<file path="config.mk">
export PLATFORM = sky130hd
export DESIGN_NAME = acq_sequencer
export DESIGN_NICKNAME = d
export VERILOG_FILES = /design/src/rtl/acq_sequencer.sv
export SDC_FILE = /design/constraint.sdc
export NUM_CORES = 1
export LEC_CHECK = 0
export ABC_CLOCK_PERIOD_IN_PS = 2200
export CORE_UTILIZATION = 43
export CTS_BUF_LIST = sky130_fd_sc_hd__clkbuf_4 sky130_fd_sc_hd__clkbuf_8
export CTS_CLUSTER_SIZE = 28
export DETAILED_ROUTE_END_ITERATION = 8
export HOLD_SLACK_MARGIN = 0.06
export PLACE_DENSITY = 0.64
export SYNTH_ARGS = -nofsm -noshare
export SYNTH_HDL_FRONTEND = slang
export SYNTH_SLANG_ARGS = --single-unit
</file>
<file path="constraint.sdc">
create_clock -name sys_clk -period 2.2 [get_ports sys_clk]
set_input_delay 0.22 -clock sys_clk [delete_from_list [all_inputs] [get_ports sys_clk]]
set_output_delay 0.22 -clock sys_clk [all_outputs]
set_load 0.05 [all_outputs]
</file>
<file path="src/rtl/acq_sequencer.sv">
// Acquisition sequencer: arms the trigger, times the capture window, then streams
// the frozen record out over a valid/ready handshake before re-arming.
module acq_sequencer #(
  parameter int unsigned SAMPLES      = 1000,
  parameter int unsigned ADDR_W       = 10,
  parameter int unsigned HOLDOFF      = 16,
  parameter int unsigned AUTO_TIMEOUT = 1000000,
  parameter int unsigned WN_W         = 16
) (
  input  logic              sys_clk,
  input  logic              reset_n,
  input  logic              start,
  input  logic              abort,
  input  logic              single,
  input  logic              auto_en,
  input  logic              trigger,
  output logic              acquire,
  output logic              capture_en,
  output logic [ADDR_W-1:0] wr_addr,
  output logic              rd_valid,
  input  logic              rd_ready,
  output logic [ADDR_W-1:0] rd_addr,
  output logic              rd_last,
  output logic              forced,
  output logic [WN_W-1:0]   wave_number,
  output logic [2:0]        state
);

  localparam int unsigned TMO_W  = (AUTO_TIMEOUT > 1) ? $clog2(AUTO_TIMEOUT) : 1;
  localparam int unsigned HOLD_W = (HOLDOFF > 1) ? $clog2(HOLDOFF) : 1;

  localparam logic [ADDR_W-1:0] LAST_ADDR = ADDR_W'(SAMPLES - 1);
  localparam logic [TMO_W-1:0]  TMO_LAST  = TMO_W'(AUTO_TIMEOUT - 1);
  localparam logic [HOLD_W-1:0] HOLD_LAST = HOLD_W'(HOLDOFF - 1);

  typedef enum logic [2:0] {
    S_IDLE    = 3'd0,
    S_ARMED   = 3'd1,
    S_CAPTURE = 3'd2,
    S_READOUT = 3'd3,
    S_HOLDOFF = 3'd4
  } state_t;

  state_t              cur_state;
  state_t              nxt_state;
  logic [TMO_W-1:0]    tmo_cnt;
  logic [TMO_W-1:0]    tmo_nxt;
  logic [HOLD_W-1:0]   hold_cnt;
  logic [HOLD_W-1:0]   hold_nxt;
  logic [ADDR_W-1:0]   wr_nxt;
  logic [ADDR_W-1:0]   rd_nxt;
  logic [WN_W-1:0]     wn_nxt;
  logic                forced_nxt;
  logic                xfer;

  assign state = 3'(cur_state);
  assign xfer  = rd_valid & rd_ready;

  // State and counter register
  always_ff @(posedge sys_clk or negedge reset_n) begin
    if (!reset_n) begin
      cur_state   <= S_IDLE;
      tmo_cnt     <= '0;
      hold_cnt    <= '0;
      wr_addr     <= '0;
      rd_addr     <= '0;
      wave_number <= '0;
      forced      <= 1'b0;
    end else begin
      cur_state   <= nxt_state;
      tmo_cnt     <= tmo_nxt;
      hold_cnt    <= hold_nxt;
      wr_addr     <= wr_nxt;
      rd_addr     <= rd_nxt;
      wave_number <= wn_nxt;
      forced      <= forced_nxt;
    end
  end

  // Next-state and counter updates; abort overrides every other event
  always_comb begin
    nxt_state  = cur_state;
    tmo_nxt    = tmo_cnt;
    hold_nxt   = hold_cnt;
    wr_nxt     = wr_addr;
    rd_nxt     = rd_addr;
    wn_nxt     = wave_number;
    forced_nxt = forced;

    if (abort) begin
      nxt_state = S_IDLE;
      tmo_nxt   = '0;
      hold_nxt  = '0;
      wr_nxt    = '0;
      rd_nxt    = '0;
    end else begin
      unique case (cur_state)
        S_IDLE: begin
          if (start) begin
            nxt_state = S_ARMED;
            tmo_nxt   = '0;
          end
        end
        S_ARMED: begin
          // A real trigger wins over a coincident timeout
          if (trigger) begin
            nxt_state  = S_CAPTURE;
            forced_nxt = 1'b0;
            wr_nxt     = '0;
            tmo_nxt    = '0;
          end else if (auto_en) begin
            if (tmo_cnt == TMO_LAST) begin
              nxt_state  = S_CAPTURE;
              forced_nxt = 1'b1;
              wr_nxt     = '0;
              tmo_nxt    = '0;
            end else begin
              tmo_nxt = tmo_cnt + TMO_W'(1);
            end
          end
        end
        S_CAPTURE: begin
          if (wr_addr == LAST_ADDR) begin
            nxt_state = S_READOUT;
            wr_nxt    = '0;
            rd_nxt    = '0;
            wn_nxt    = wave_number + WN_W'(1);
          end else begin
            wr_nxt = wr_addr + ADDR_W'(1);
          end
        end
        S_READOUT: begin
          if (xfer) begin
            if (rd_addr == LAST_ADDR) begin
              nxt_state = single ? S_IDLE : S_HOLDOFF;
              rd_nxt    = '0;
              hold_nxt  = '0;
            end else begin
              rd_nxt = rd_addr + ADDR_W'(1);
            end
          end
        end
        S_HOLDOFF: begin
          if (hold_cnt == HOLD_LAST) begin
            nxt_state = S_ARMED;
            hold_nxt  = '0;
            tmo_nxt   = '0;
          end else begin
            hold_nxt = hold_cnt + HOLD_W'(1);
          end
        end
        default: begin
          nxt_state = S_IDLE;
        end
      endcase
    end
  end

  // Status outputs registered from the next state so they align with it
  always_ff @(posedge sys_clk or negedge reset_n) begin
    if (!reset_n) begin
      acquire    <= 1'b1;
      capture_en <= 1'b0;
      rd_valid   <= 1'b0;
      rd_last    <= 1'b0;
    end else begin
      acquire    <= (nxt_state == S_IDLE) || (nxt_state == S_READOUT) ||
                    (nxt_state == S_HOLDOFF);
      capture_en <= (nxt_state == S_CAPTURE);
      rd_valid   <= (nxt_state == S_READOUT);
      rd_last    <= (nxt_state == S_READOUT) && (rd_nxt == LAST_ADDR);
    end
  end

endmodule

</file>
==> summary.txt <==
Status = finished with violations
Failing checks = setup timing
CTS clk-pin slew, worst paths = 0.08 ns
Critical Path RT = 2.50 ns
Hold Path Class = in -> async
Final core utilization = 63.5%
Initial antenna violation count = 0
CTS Buffer Depth = 2
Die Width = 95.6 µm
Largest net degree at the start of global routing = 28
Data arrival time of the critical path = 2.63 ns
Dpl ws = -0.125 ns
Sink Count = 68
Top-area cell type share of the netlist area = 44.5%
CTS tree = yes
Total core area = 8340 µm²
Full die area = 9130 µm²
Initial DRC count = 201
Die height = 95.6 µm
Routability Congestion = 0.890
Slack of the critical path = -0.136 ns
CP Class = reg -> reg
Nets = 551
Final period util = 106%
Area Growth Syn to Fin = 40.7%
Vias per Instance = 5.73
Synth Area per Inst = 9.00 µm²
Post-DRT Antenna Nets = 0
Worst IR Drop VDD = 0.293 mV
# IOs = 52
Pre-antenna DRT Iters = 4
Leading area contributor after synthesis = dfrtp_1
Clock root buffer = clkbuf_8
Vias in the first global route = 3,394
R2r endpoint = rd_last
# DRC = 0
First-pass GRT wire length = 16,400 µm
Layout cells sized above 1 = 23.8%
CTS buffer count = 9
Async SR Flop Fraction = 100%
Max Slew Vio Count = 0
Path depth of the worst reg2reg path = 6
Worst Setup Start Kind = register
CP Capture Type = register
Post-Syn Area = 3760 µm²
Total number of yosys warnings = 0
Clk_lat worst skew = 0.36 ns
Count of final hold-check violations = 0
Setup_tns = -1.67 ns
Filler cell count = 704
Wire length per cell = 15.3 µm
Achievable frequency = 428 MHz
Crit path max fanout = 4
Via Count = 3,712
Port buffer count = 51
Slew @ Worst Pin = 0.573 ns
Gr ovfl total = 0
Overall routed net length = 9890 µm
Initial Util = 45.1%
Top-count cell post-synth = dfrtp_1
Ys flop type = dfrtp_1
Number of synthesized register bits = 68
Detailed placer's ending HPWL = 6990 µm
EDFF count, synth = 0
Slew margin rel. = 61.8%
Dpl cells = 621
ANT cells = 0
Mapped Cells = 418
Final Critical Period = 2.34 ns
# rows = 33
Sequential area share after synthesis = 45.2%
Fin cells = 648
Synth top area cells = dfrtp_1 45%, o21ai_0 6.6%, nand2_1 4.2%
Leak = 2.31 nW
Fin Hold WS = 0.391 ns
Global Route Usage Sum = 23.5%
Library cells used by synthesis = 58
Final setup viols = 27
Reg2Reg Setup Slack = -0.14 ns
P per Cell Area = 512 nW/µm²
Commonest cells in the netlist = 67 x dfrtp_1, 50 x o21ai_0, 42 x nand2_1, 41 x nor2_1, 22 x nand3_1
Clock skew = 0.00937 ns
Setup repair after global routing missed its margin = yes
Maximum Capacitance Violations = 0
Worst r2r src = tmo_cnt[11]
H-tree depth = 3
Post-Syn Nets = 431
state kept, by name (all words and copies together) (netlist names):
signal	count
capture_en	1
acquire	1
tmo_cnt	20
state	3
wr_addr	10
hold_cnt	4
rd_last	1
wave_number	16
rd_valid	1
forced	1
rd_addr	10
how the worst max path moves through the flow:
stage,start,slack (ns),endpoint,depth (start not counted)
2_1_floorplan,wr_addr[0],-0.19,rd_last,7
3_3_place_gp,abort,-0.09,wave_number[14],7
3_5_place_dp,abort,-0.13,wave_number[12],7
4_1_cts,tmo_cnt[13],-0.12,rd_last,6
5_1_grt,tmo_cnt[11],-0.23,rd_last,6
6_report,tmo_cnt[11],-0.14,rd_last,6
placed cells by master (no fill, tap or decap), types with 8 or more instances in the layout:
cell | Yosys | routed
a21oi_1 | 14 | 14
and3_1 | 9 | 9
buf_4 | 2 | 64
clkbuf_8 | 0 | 10
clkdlybuf4s50_1 | 0 | 50
dfrtp_1 | 67 | 60
nand2_1 | 42 | 41
nand3_1 | 22 | 20
nand4_1 | 15 | 15
nor2_1 | 41 | 37
nor3_1 | 13 | 10
nor4_1 | 8 | 8
o21ai_0 | 50 | 28
o21ai_1 | 1 | 22
o31ai_1 | 9 | 8
xnor2_1 | 12 | 11
power breakdown:
part	internal [mW]	switching [mW]	total [mW]
sequential	1.26	0.00900	1.27
combinational	0.0876	0.141	0.229
clock	0.681	0.532	1.21
cells by family after synthesis:
group,count (synthesis),share of synthesized area [%]
mux,3,0.831
simple gates,203,29.3
buf+inv,18,2.06
flops,68,45.2
compound gates,102,16.5
xor+xnor,19,4.42
fa+ha+maj,5,1.66
metal layers:
metal	wire [µm]	global-route usage, %	vias to the layer above
met4	127	10.6	0
met3	480	4.07	14
met1	4710	33.0	1812
met5	0	0	-
li1	-	-	1781
met2	4570	35.4	105
per-stage QoR:
step	cell area [µm²]	power, mW
6_report	5300	2.71
5_1_grt	5300	2.82
4_1_cts	5190	2.73
3_5_place_dp	4870	1.50
3_3_place_gp	4870	1.50
2_1_floorplan	3840	1.39
area by class of cell:
type | instances | area, µm² | share of cell area (%)
clock inverter | 6 | 95.1 | 1.80
multi-input combinational | 332 | 2130 | 40.2
clock buffer | 10 | 138 | 2.60
inverter | 5 | 18.8 | 0.354
timing repair buffer | 122 | 1070 | 20.2
sequential | 68 | 1710 | 32.3
tap | 105 | 131 | 2.48
critical path, cell delays in order (launching register included):
cell and delay [ns]:
dfrtp_1 0.37, or4b_1 0.52, or4_4 0.45, or2_4 0.27
a221oi_4 0.30, o211a_1 0.19, and4bb_1 0.18
repair_timing:
action | 4_1_cts | 5_1_grt
pin swaps | 4 | 7
setup buffers | 4 | 5
setup endpoints to repair | 12 | 42
hold endpoints to repair | 20 | 0
cloned | 1 | 0
resized for setup | 20 | 23
hold buffers | 1 | 0
Note: power is estimated with default switching activity, not from simulation.
